<file path="config.mk">
export PLATFORM = sky130hd
export DESIGN_NAME = spi_master_16_flat
export DESIGN_NICKNAME = d
export VERILOG_FILES = /design/src/rtl/spi_pkg.sv /design/src/rtl/spi_master_16_if.sv /design/src/rtl/spi_clk_div.sv /design/src/rtl/spi_master_16.sv /design/src/flat_wrapper.sv
export SDC_FILE = /design/constraint.sdc
export NUM_CORES = 1
export LEC_CHECK = 0
export CELL_PAD_IN_SITES_DETAIL_PLACEMENT = 0
export CELL_PAD_IN_SITES_GLOBAL_PLACEMENT = 1
export CORE_AREA = 2 2 85 87
export DETAILED_ROUTE_END_ITERATION = 7
export DIE_AREA = 0 0 87 89
export PLACE_DENSITY_LB_ADDON = 0.05
export SYNTH_ARGS = -nofsm -noshare
export SYNTH_HDL_FRONTEND = slang
export SYNTH_SLANG_ARGS = --single-unit
</file>
<file path="constraint.sdc">
create_clock -name CLK -period 2.4 [get_ports CLK]
set_input_delay 0.48 -clock CLK [delete_from_list [all_inputs] [get_ports CLK]]
set_output_delay 0.48 -clock CLK [all_outputs]
set_load 0.01 [all_outputs]
</file>
<file path="src/rtl/spi_pkg.sv">
// rtl/spi_pkg.sv - shared SPI word width, bit-counter width and master state encoding
package spi_pkg;

    localparam int SPI_WORD_W    = 16;
    localparam int SPI_BIT_CNT_W = 5;

    typedef enum logic [2:0] {
        IDLE,
        SETUP,
        LOW,
        HIGH,
        HOLD,
        GAP
    } spi_mst_state_t;

    // Largest of the three phase lengths; sizes the shared phase counter.
    function automatic int spi_max3(input int a, input int b, input int c);
        int m;
        m = a;
        if (b > m) m = b;
        if (c > m) m = c;
        return m;
    endfunction

endpackage

</file>
<file path="src/rtl/spi_master_16_if.sv">
// rtl/spi_master_16_if.sv - host handshake and SPI pin bundle for spi_master_16
// master modport: START/TX_DATA/MISO in; BUSY/DONE/RX_DATA/SCLK/CHIP_SELECT/MOSI out.
// slave modport: the opposite view, for the host and the attached slave.
interface spi_master_16_if;
    import spi_pkg::*;

    logic                  START;
    logic [SPI_WORD_W-1:0] TX_DATA;
    logic                  BUSY;
    logic                  DONE;
    logic [SPI_WORD_W-1:0] RX_DATA;
    logic                  SCLK;
    logic                  CHIP_SELECT;
    logic                  MOSI;
    logic                  MISO;

    modport master (
        input  START, TX_DATA, MISO,
        output BUSY, DONE, RX_DATA, SCLK, CHIP_SELECT, MOSI
    );

    modport slave (
        output START, TX_DATA, MISO,
        input  BUSY, DONE, RX_DATA, SCLK, CHIP_SELECT, MOSI
    );

endinterface

</file>
<file path="src/rtl/spi_clk_div.sv">
// rtl/spi_clk_div.sv - loadable down-counter giving a one-cycle phase_end strobe
// Ports: CLK, RESET (sync, active-high), load/load_val (start an N-cycle phase),
// phase_end (high during the Nth cycle after the load).
module spi_clk_div #(
    parameter int W = 2
) (
    input  logic         CLK,
    input  logic         RESET,
    input  logic         load,
    input  logic [W-1:0] load_val,
    output logic         phase_end
);

    logic [W-1:0] cnt_q;

    always_ff @(posedge CLK) begin
        if (RESET) begin
            cnt_q <= '0;
        end else if (load) begin
            cnt_q <= load_val;
        end else if (cnt_q != '0) begin
            cnt_q <= cnt_q - W'(1);
        end
    end

    // Counting N..1 means the cycle showing 1 is the last one of the phase.
    assign phase_end = (cnt_q == W'(1));

endmodule

</file>
<file path="src/rtl/spi_master_16.sv">
// rtl/spi_master_16.sv - mode-0 MSB-first 16-bit SPI master
// Ports: CLK, RESET (sync, active-high), bus (spi_master_16_if.master):
//   START/TX_DATA request a word, BUSY/DONE/RX_DATA report it,
//   SCLK/CHIP_SELECT/MOSI/MISO are the SPI pins.
// Optional macro SPI_MASTER_BURST_EN: START in the last HOLD cycle chains the
// next word under the same CS-low window.
module spi_master_16
    import spi_pkg::*;
#(
    parameter int CLK_DIV  = 2,
    parameter int CS_SETUP = 2,
    parameter int CS_HOLD  = 2
) (
    input  logic            CLK,
    input  logic            RESET,
    spi_master_16_if.master bus
);

    localparam int CNT_MAX = spi_max3(CLK_DIV, CS_SETUP, CS_HOLD);
    localparam int CNT_W   = $clog2(CNT_MAX + 1);

    localparam logic [CNT_W-1:0]         DIV_N     = CNT_W'(CLK_DIV);
    localparam logic [CNT_W-1:0]         SETUP_N   = CNT_W'(CS_SETUP);
    localparam logic [CNT_W-1:0]         HOLD_N    = CNT_W'(CS_HOLD);
    localparam logic [SPI_BIT_CNT_W-1:0] WORD_BITS = SPI_BIT_CNT_W'(SPI_WORD_W);

    spi_mst_state_t state_q, state_d;

    logic [SPI_WORD_W-1:0]    tx_shift_q, tx_shift_d;
    logic [SPI_WORD_W-1:0]    rx_shift_q, rx_shift_d;
    logic [SPI_WORD_W-1:0]    rx_data_q, rx_data_d;
    logic [SPI_BIT_CNT_W-1:0] bit_cnt_q, bit_cnt_d, bit_cnt_inc;
    logic                     cs_q, cs_d;
    logic                     sclk_q, sclk_d;
    logic                     busy_q, busy_d;
    logic                     done_q, done_d;

    logic             cnt_load;
    logic [CNT_W-1:0] cnt_val;
    logic             phase_end;

    spi_clk_div #(
        .W (CNT_W)
    ) u_clk_div (
        .CLK       (CLK),
        .RESET     (RESET),
        .load      (cnt_load),
        .load_val  (cnt_val),
        .phase_end (phase_end)
    );

    assign bit_cnt_inc = bit_cnt_q + SPI_BIT_CNT_W'(1);

    always_comb begin
        state_d    = state_q;
        tx_shift_d = tx_shift_q;
        rx_shift_d = rx_shift_q;
        rx_data_d  = rx_data_q;
        bit_cnt_d  = bit_cnt_q;
        cs_d       = cs_q;
        sclk_d     = sclk_q;
        busy_d     = busy_q;
        done_d     = 1'b0;
        cnt_load   = 1'b0;
        cnt_val    = DIV_N;

        case (state_q)
            IDLE: begin
                if (bus.START) begin
                    tx_shift_d = bus.TX_DATA;
                    bit_cnt_d  = '0;
                    cs_d       = 1'b0;
                    busy_d     = 1'b1;
                    cnt_load   = 1'b1;
                    cnt_val    = SETUP_N;
                    state_d    = SETUP;
                end
            end
            SETUP: begin
                if (phase_end) begin
                    cnt_load = 1'b1;
                    state_d  = LOW;
                end
            end
            LOW: begin
                // MISO last moved on the previous SCLK fall, at least CLK_DIV
                // cycles ago, so it is safe to capture with the rising edge.
                if (phase_end) begin
                    sclk_d     = 1'b1;
                    rx_shift_d = {rx_shift_q[SPI_WORD_W-2:0], bus.MISO};
                    cnt_load   = 1'b1;
                    state_d    = HIGH;
                end
            end
            HIGH: begin
                if (phase_end) begin
                    sclk_d    = 1'b0;
                    bit_cnt_d = bit_cnt_inc;
                    cnt_load  = 1'b1;
                    if (bit_cnt_inc == WORD_BITS) begin
                        cnt_val = HOLD_N;
                        state_d = HOLD;
                    end else begin
                        // MOSI is tx_shift[MSB], so it only moves with SCLK falls.
                        tx_shift_d = {tx_shift_q[SPI_WORD_W-2:0], 1'b0};
                        state_d    = LOW;
                    end
                end
            end
            HOLD: begin
                if (phase_end) begin
                    rx_data_d = rx_shift_q;
                    done_d    = 1'b1;
                    cnt_load  = 1'b1;
`ifdef SPI_MASTER_BURST_EN
                    if (bus.START) begin
                        tx_shift_d = bus.TX_DATA;
                        bit_cnt_d  = '0;
                        cnt_val    = DIV_N;
                        state_d    = LOW;
                    end else begin
                        cs_d    = 1'b1;
                        cnt_val = HOLD_N;
                        state_d = GAP;
                    end
`else
                    cs_d    = 1'b1;
                    cnt_val = HOLD_N;
                    state_d = GAP;
`endif
                end
            end
            GAP: begin
                if (phase_end) begin
                    busy_d  = 1'b0;
                    state_d = IDLE;
                end
            end
            default: begin
                state_d = IDLE;
            end
        endcase
    end

    always_ff @(posedge CLK) begin
        if (RESET) begin
            state_q    <= IDLE;
            tx_shift_q <= '0;
            rx_shift_q <= '0;
            rx_data_q  <= '0;
            bit_cnt_q  <= '0;
            cs_q       <= 1'b1;
            sclk_q     <= 1'b0;
            busy_q     <= 1'b0;
            done_q     <= 1'b0;
        end else begin
            state_q    <= state_d;
            tx_shift_q <= tx_shift_d;
            rx_shift_q <= rx_shift_d;
            rx_data_q  <= rx_data_d;
            bit_cnt_q  <= bit_cnt_d;
            cs_q       <= cs_d;
            sclk_q     <= sclk_d;
            busy_q     <= busy_d;
            done_q     <= done_d;
        end
    end

    assign bus.CHIP_SELECT = cs_q;
    assign bus.SCLK        = sclk_q;
    assign bus.MOSI        = tx_shift_q[SPI_WORD_W-1];
    assign bus.BUSY        = busy_q;
    assign bus.DONE        = done_q;
    assign bus.RX_DATA     = rx_data_q;

endmodule

</file>
<file path="src/flat_wrapper.sv">
// flat-port wrapper written by rule: the top's interface ports become plain ports
module spi_master_16_flat import spi_pkg::*;
#(
    parameter int CLK_DIV  = 2,
    parameter int CS_SETUP = 2,
    parameter int CS_HOLD  = 2
)
  (CLK, RESET, bus_START, bus_TX_DATA, bus_MISO, bus_BUSY, bus_DONE, bus_RX_DATA, bus_SCLK, bus_CHIP_SELECT, bus_MOSI);
  spi_master_16_if bus_i ();
  input  logic CLK;
  input  logic RESET;
  input wire logic [$bits(bus_i.START)-1:0] bus_START;
  input wire logic [$bits(bus_i.TX_DATA)-1:0] bus_TX_DATA;
  input wire logic [$bits(bus_i.MISO)-1:0] bus_MISO;
  output wire logic [$bits(bus_i.BUSY)-1:0] bus_BUSY;
  output wire logic [$bits(bus_i.DONE)-1:0] bus_DONE;
  output wire logic [$bits(bus_i.RX_DATA)-1:0] bus_RX_DATA;
  output wire logic [$bits(bus_i.SCLK)-1:0] bus_SCLK;
  output wire logic [$bits(bus_i.CHIP_SELECT)-1:0] bus_CHIP_SELECT;
  output wire logic [$bits(bus_i.MOSI)-1:0] bus_MOSI;
  assign bus_i.START = bus_START;
  assign bus_i.TX_DATA = bus_TX_DATA;
  assign bus_i.MISO = bus_MISO;
  assign bus_BUSY = bus_i.BUSY;
  assign bus_DONE = bus_i.DONE;
  assign bus_RX_DATA = bus_i.RX_DATA;
  assign bus_SCLK = bus_i.SCLK;
  assign bus_CHIP_SELECT = bus_i.CHIP_SELECT;
  assign bus_MOSI = bus_i.MOSI;
  spi_master_16 #(.CLK_DIV(CLK_DIV), .CS_SETUP(CS_SETUP), .CS_HOLD(CS_HOLD)) u_core (.CLK(CLK), .RESET(RESET), .bus(bus_i));
endmodule
</file>
# Word level (Yosys, flattened, before mapping)
# Cells that the tools add are included.
# classes
addsub,2
mul,0
div_mod_pow,0
magnitude_cmp,0
eq_ne,14
shift,0
muxes,27
bitwise,1
reduce_logical,18
# op_table
cell,count
16-bit two-way mux,3
16-bit case mux with 2 select lines,1
3-bit two-way mux,7
3-bit case mux with 6 select lines,1
3-bit AND reduction,4
2-bit nonzero test,6
5-bit two-way mux,2
"2-bit by 1-bit != test with 1-bit output, second input constant",5
5-bit case mux with 2 select lines,1
1-bit case mux with 2 select lines,4
"3-bit by 2-bit == test with 1-bit output, second input constant",2
"3-bit == test, second input constant",2
1-bit two-way mux,6
6-bit AND reduction,1
"5-bit by 1-bit adder with 5-bit output, second input constant",1
"5-bit == test, second input constant",1
2-bit two-way mux,2
"2-bit != test, second input constant",2
2-bit AND reduction,2
4-bit AND reduction,1
2-bit OR reduction,2
4-bit OR reduction,1
"3-bit by 1-bit == test with 1-bit output, second input constant",1
3-bit logical NOT,1
3 further kinds,3
# totals
register_bits,62
latchBits,0
ramBits,0
romBits,0
inputBits,20
output_inout_bits,21
memories,0

# Depth between registers and ports, before layout
# Gate-level depths: netlist of the first run.
# logic_depth
depth_word,5
mapped_depth,7

# Hierarchy
# Synthesis of the first run repeated with hierarchy kept, for this count alone.
# hier_totals
cells_unflattened,302
hier_area_um2,2656.3
# modules_own_cells
mod,n_inst,cells_per_inst,area_per_inst_um2
spi_master_16,1,288,2524.9
spi_clk_div,1,14,131.4

# Worst setup path after synthesis of the first run
# Ideal clock, no wire load.
# synth_timing
path_type,register to register
start,register u_core.bit_cnt_q[0]
end,register u_core.tx_shift_q[14]
setup_time_ns,0.118
t_arrival_ns,1.706
t_required_ns,2.282
path_slack_ns,0.576
stages_incl_launch_ff,7
cell_sequence,dfxtp_1 > ha_1 > nand3_2 > xor2_1 > o32ai_4 > buf_6 > o2bb2ai_2
# synth_between
elab_chain_len,4
# synth_rtl
item,line_no,source
start: declaration,spi_master_16.sv:32,"logic [SPI_BIT_CNT_W-1:0] bit_cnt_q, bit_cnt_d, bit_cnt_inc;"
start signal: assignment,spi_master_16.sv:161,bit_cnt_q <= bit_cnt_d;
5-bit by 1-bit adder with 5-bit output,spi_master_16.sv:52,assign bit_cnt_inc = bit_cnt_q + SPI_BIT_CNT_W'(1);
5-bit == test,spi_master_16.sv:100,if (bit_cnt_inc == WORD_BITS) begin
2-bit != test (no source line),--,
4-bit AND reduction (no source line),--,
end signal: assignment,spi_master_16.sv:158,tx_shift_q <= tx_shift_d;
end: declaration,spi_master_16.sv:29,"logic [SPI_WORD_W-1:0] tx_shift_q, tx_shift_d;"
# Every way passes these cells.
# A chain may end at the register's enable or synchronous reset.

# Worst setup path in the final report of the first run
# layout_timing
start,register u_core.bit_cnt_q[0]
end,register u_core.tx_shift_q[3]
# Same word-level chain as after synthesis.

==> impl_results.md, run 1 <==
- Register area share after synthesis: 46.7%
- Ys async rst share: 0%
- Clock sinks: 62
- Post-synthesis register bit count: 62
- Startpoint types: flop
- Syn-to-layout area delta: 25.4%
- Busiest grt layer: met2
- CTS tree: yes
- Vias per cell: 5.22
- Slowest stage delay, CP: 0.74 ns
- Maximum vdd ir drop: 0.392 mV
- Number of synthesized flops with an enable pin: 0
- Die ar.: 7740 um2
- Layout Cells excl Fill: 417
- YS warnings: 0
- Setup bufs post-CTS: 0
- Setup violators final: 0
- Clock buffer count from CTS: 9
- Crit path cell chain: ha_1 > nand3_2 > xor2_1 > o32ai_4 > o2bb2ai_1
- Total area of sequential cells: 1240 um2
- Initial antenna violation count: 0
- Mapped Cells: 290
- Clk buf depth: 2
- Max-Cap Viols: 0
- CP arrival: 2.44 ns
- CP max stage cell: o32ai_4
- Hold Buf Count CTS: 0
- I/O Pins: 41
- Detailed Route WL: 5660 um
- Grt met2 use: 23.9%
- Cell area after synthesis: 2660 um2
- Antenna diodes: 0
- PortBufs: 40
- Initial Util: 39.6%
- Delay-heaviest family, CP: compound AO/OA/AOI/OAI gates
- Die Width: 87 um
- Worst Path Class, Setup: reg2reg
- Worst-path fanout max: 14
- Least-Margin Pin Slew: 0.780 ns
- Avg Cell Area, Syn: 9.16 um2
- Commonest non-fill, non-tap cells in the layout: nand2_1, dfxtp_1, a21oi_1, clkdlybuf4s50_1, mux2i_1
- Largest net degree at the start of global routing: 47
- DP HPWL: 3670 um
- Clk slew on worst S/H paths: 0.07 ns
- TritonRoute pass-1 iters: 4
- Worst EP required: 2.67 ns
- Bufs and invs on worst path: 0
- Fmax: 461 MHz
- RePlAce Congestion: 0.719
- Final hold violations: 0
- Pwr/cell area: 636 nW/um2
- Routed vias: 2176
- Post-DRT Antenna Nets: 0
- Global routing usage on met1: 21.7%
- Syn Nets: 312
- Root Driver: clkbuf_8
- Share of layout cells above drive strength 1: 12.5%
- Core Area: 6720 um2
- Worst slew margin: 48.0%
- Placed insts: 400
- Post-CTS Resized: 0
- Commonest non-fill, non-tap cell in the layout: nand2_1
- First-pass GRT wire length: 9680 um
- Chip height: 89 um
- Multi-input gate area: 1310 um2
- Routed WL per cell: 13.6 um
- # DRC: 0
- Synth cell types: 49
- Row Count: 30
- Leak: 1.21 nW
- Fillers: 642
- M3 GR Usage: 3.51%
- H-tree levels: 3
- Critical Path Sink Type: flop
- Vias in the first global route: 2024
- Final min period: 2.17 ns
- DR iter-0 viols: 84
- Final Skew: 0.00732 ns
- Worst-Skew Late Latency: 0.34 ns
- Setup TNS: 0 ns
- Final period util: 90.4%
- Unrepaired setup endpoints after global routing: no
- Max Transition Viols Final: 0
- Nets: 354
- Top FF cell, synth: dfxtp_1
- Hold WC Path Type: reg2reg
- Status: finished clean
- Gr usage total: 15.8%
- Total grt overflow: 0
## registers in the layout (all words and copies together), names as in the netlist, 2 cells and up
register                count
u_core.bus.RX_DATA         16
u_core.tx_shift_q          16
u_core.u_clk_div.cnt_q      2
u_core.state_q              3
u_core.rx_shift_q          16
u_core.bit_cnt_q            5
## metrics by stage
stage	util (%)	hold slack, ns	area [um2]	setup slack [ns]	total power [mW]
after detailed placement	46.5	0.445	3120	0.104	1.25
after global routing	49.6	0.474	3330	0.0476	2.21
final	49.6	0.452	3330	0.231	2.12
after global placement	46.5	0.441	3120	0.131	1.25
after floorplan	-	0.432	2660	0.576	1.18
after CTS	49.3	0.455	3310	0.113	2.14
## metal layers
metal	routed length (um)	vias to the layer above
li1	-	1110
met1	2810	1003
met2	2500	54
met3	247	9
met4	110	0
met5	0	-
## Yosys cell counts, types with 2 or more instances
library cell	number	share of area, %
buf_2	9	1.7
nor4b_1	2	0.66
nor2b_1	2	0.47
clkbuf_1	7	0.99
buf_6	2	0.85
nand2_1	71	10
nand3b_1	3	0.85
o21ai_0	3	0.56
dfxtp_1	62	47
o21ai_1	2	0.38
and2_1	2	0.47
o2bb2ai_1	4	1.3
o2bb2ai_2	10	5.6
nor3_1	5	0.94
nor2_1	10	1.4
nand3_1	6	1.1
a21oi_1	41	7.7
ha_1	2	0.94
mux2i_1	14	5.3
nand4_1	2	0.47
nand2b_1	3	0.71
## final timing paths
check,startpoint,cells after the start,slack (ns),endpoint
worst min-delay path,u_core.bus.RX_DATA[3],2,0.45,u_core.bus.RX_DATA[3]
worst max register to register,u_core.bit_cnt_q[0],5,0.23,u_core.tx_shift_q[3]
worst min register to register,u_core.bus.RX_DATA[3],2,0.45,u_core.bus.RX_DATA[3]
worst max-delay path,u_core.bit_cnt_q[0],5,0.23,u_core.tx_shift_q[3]
## area by class of cell
cell class / instances / area share (%)
Clock inverter: 6 / 1.84
Inverter: 1 / 0.113
Multi-Input combinational cell: 208 / 39.3
Tap cell: 80 / 3.00
Clock buffer: 10 / 3.83
Sequential cell: 62 / 37.2
Timing Repair Buffer: 50 / 14.6
## cells by family after synthesis
family	share of synthesized area [%]
AO/OA/AOI/OAI	22.5
AND/OR/NAND/NOR	20.0
XOR/XNOR	0.659
multiplexers	5.27
adder cells (fa/ha/maj)	0.941
flip-flops	46.7
buffers and inverters	3.95
## worst reg2reg max path, cell delays in order (launching register included)
cell	delay, ns
dfxtp_1	0.46
ha_1	0.34
nand3_2	0.16
xor2_1	0.25
o32ai_4	0.74
o2bb2ai_1	0.18
## where the power goes
group	switching, mW	internal (mW)	leakage (nW)
Clock	0.418	0.478	0.0964
Sequential	0.0161	1.05	0.503
Combinational	0.0728	0.0822	0.611
(Power assumes the default switching activity.)
==> run 2, diff against run 1 <==
--- a/config.mk
+++ b/config.mk
@@ -8,6 +8,7 @@
 export CELL_PAD_IN_SITES_DETAIL_PLACEMENT = 0
 export CELL_PAD_IN_SITES_GLOBAL_PLACEMENT = 1
 export CORE_AREA = 2 2 85 87
+export CTS_CLUSTER_DIAMETER = 80
 export DETAILED_ROUTE_END_ITERATION = 7
 export DIE_AREA = 0 0 87 89
 export PLACE_DENSITY_LB_ADDON = 0.05
==> results of run 2 <==
Same layout as run 1: the final DEF is identical, and so are final timing and power.
==> run 3, diff against run 2 <==
--- a/config.mk
+++ b/config.mk
@@ -7,11 +7,13 @@
 export LEC_CHECK = 0
 export CELL_PAD_IN_SITES_DETAIL_PLACEMENT = 0
 export CELL_PAD_IN_SITES_GLOBAL_PLACEMENT = 1
-export CORE_AREA = 2 2 85 87
+export CORE_AREA = 2 2 79 81
 export CTS_CLUSTER_DIAMETER = 80
 export DETAILED_ROUTE_END_ITERATION = 7
-export DIE_AREA = 0 0 87 89
+export DIE_AREA = 0 0 81 83
+export DONT_BUFFER_PORTS = 1
 export PLACE_DENSITY_LB_ADDON = 0.05
+export SLEW_MARGIN = 20
 export SYNTH_ARGS = -nofsm -noshare
 export SYNTH_HDL_FRONTEND = slang
 export SYNTH_SLANG_ARGS = --single-unit
==> impl_results.md, run 3 (same netlist as run 1, synthesis figures left out) <==
- Busiest grt layer: met2
- Commonest non-fill, non-tap cell in the layout: nand2_1
- Core Area: 5820 um2
- Clk buf depth: 2
- Largest net degree at the start of global routing: 48
- Total grt overflow: 0
- Setup bufs post-CTS: 0
- Die Width: 81 um
- Critical Path Sink Type: flop
- DR iter-0 viols: 80
- Chip height: 83 um
- Global routing usage on met1: 22.9%
- CP arrival: 2.43 ns
- Unrepaired setup endpoints after global routing: no
- Fmax: 463 MHz
- PortBufs: 0
- Worst-Skew Late Latency: 0.34 ns
- H-tree levels: 3
- Post-DRT Antenna Nets: 0
- Syn-to-layout area delta: 10.6%
- Setup violators final: 0
- Antenna diodes: 0
- Share of layout cells above drive strength 1: 13.3%
- Clock buffer count from CTS: 9
- Vias in the first global route: 1965
- Gr usage total: 17.3%
- Final hold violations: 0
- TritonRoute pass-1 iters: 4
- Startpoint types: flop
- Vias per cell: 5.52
- Maximum vdd ir drop: 0.368 mV
- Hold slack final: 0.205 ns
- Grt met2 use: 25.5%
- Initial Util: 45.7%
- Leak: 1.06 nW
- Pwr/cell area: 756 nW/um2
- Hold Buf Count CTS: 0
- Routed WL per cell: 14.5 um
- Max Transition Viols Final: 0
- Initial antenna violation count: 0
- Row Count: 28
- Post-CTS Resized: 0
- Root Driver: clkbuf_8
- Detailed Route WL: 5350 um
- Setup TNS: 0 ns
- Final period util: 90.0%
- Nets: 310
- Commonest non-fill, non-tap cells in the layout: nand2_1, dfxtp_1, a21oi_1, mux2i_1, clkbuf_8
- First-pass GRT wire length: 9180 um
- Worst slew margin: 49.8%
- Tot Pwr: 2.22 mW
- Final min period: 2.16 ns
- CTS tree: yes
- Worst EP required: 2.67 ns
- Hold WC Path Type: in2reg
- # DRC: 0
- Max-Cap Viols: 0
- RePlAce Congestion: 0.752
- Status: finished clean
- Clock sinks: 62
- Routed vias: 2031
- M3 GR Usage: 5.65%
- DP HPWL: 3420 um
- Final Skew: 0.00919 ns
- Least-Margin Pin Slew: 0.752 ns
- I/O Pins: 41
- Worst-path fanout max: 14
- Clk slew on worst S/H paths: 0.07 ns
- Die ar.: 6720 um2
- Worst Path Class, Setup: reg2reg
==> run 3: cell types whose count changed in the layout (fill, tap and decap cells not counted), sizes merged <==
cell	change
buf	-4
bufinv	+1
clkbuf	+1
clkdlybuf4s50	-40
clkinv	-1
inv	-1
==> run 3: stage by stage <==
stage	setup WS [ns]	cell area [um2]	util, %	cells
5_1_grt	0.0580	2940	50.6	368
3_3_place_gp	0.181	2690	46.2	351
3_5_place_dp	0.130	2690	46.2	351
6_report	0.239	2940	50.6	368
4_1_cts	0.127	2920	50.2	367
2_1_floorplan	0.576	2660	-	290
==> run 3: metal layers <==
layer,vias up,wire length [um]
li1,1024,-
met1,959,2680
met4,0,57
met3,7,249
met5,-,0
met2,41,2370
==> run 3: layout make-up <==
class,instances,area [um2]
inverter,1,3.75
sequential,62,1240
multi-input combinational,208,1310
clock inverter,5,81.3
fill,585,2880
clock buffer,11,151
timing repair buffer,6,57.6
tap,75,93.8
==> run 3: report_power, final <==
| group | switching (mW) | internal, mW | total (mW) |
|---|---|---|---|
| Combinational | 0.0495 | 0.0447 | 0.0942 |
| Clock | 0.414 | 0.641 | 1.06 |
| Sequential | 0.0192 | 1.05 | 1.07 |
==> run 3: worst paths after layout <==
kind | startpoint | to | slack (ns) | depth (start not counted)
worst max-delay path | u_core.bit_cnt_q[0] | u_core.tx_shift_q[4] | 0.24 | 5
worst min-delay path | RESET | u_core.bit_cnt_q[2] | 0.20 | 1
worst max register to register | u_core.bit_cnt_q[0] | u_core.tx_shift_q[4] | 0.24 | 5
worst min register to register | u_core.rx_shift_q[15] | u_core.rx_shift_q[15] | 0.45 | 2
==> run 3: worst max-delay path, stage by stage, from the launching register on <==
cell and delay (ns):
dfxtp_1 0.47, ha_1 0.33, nand3_2 0.16, xor2_1 0.25, o32ai_4 0.72, o2bb2ai_1 0.18
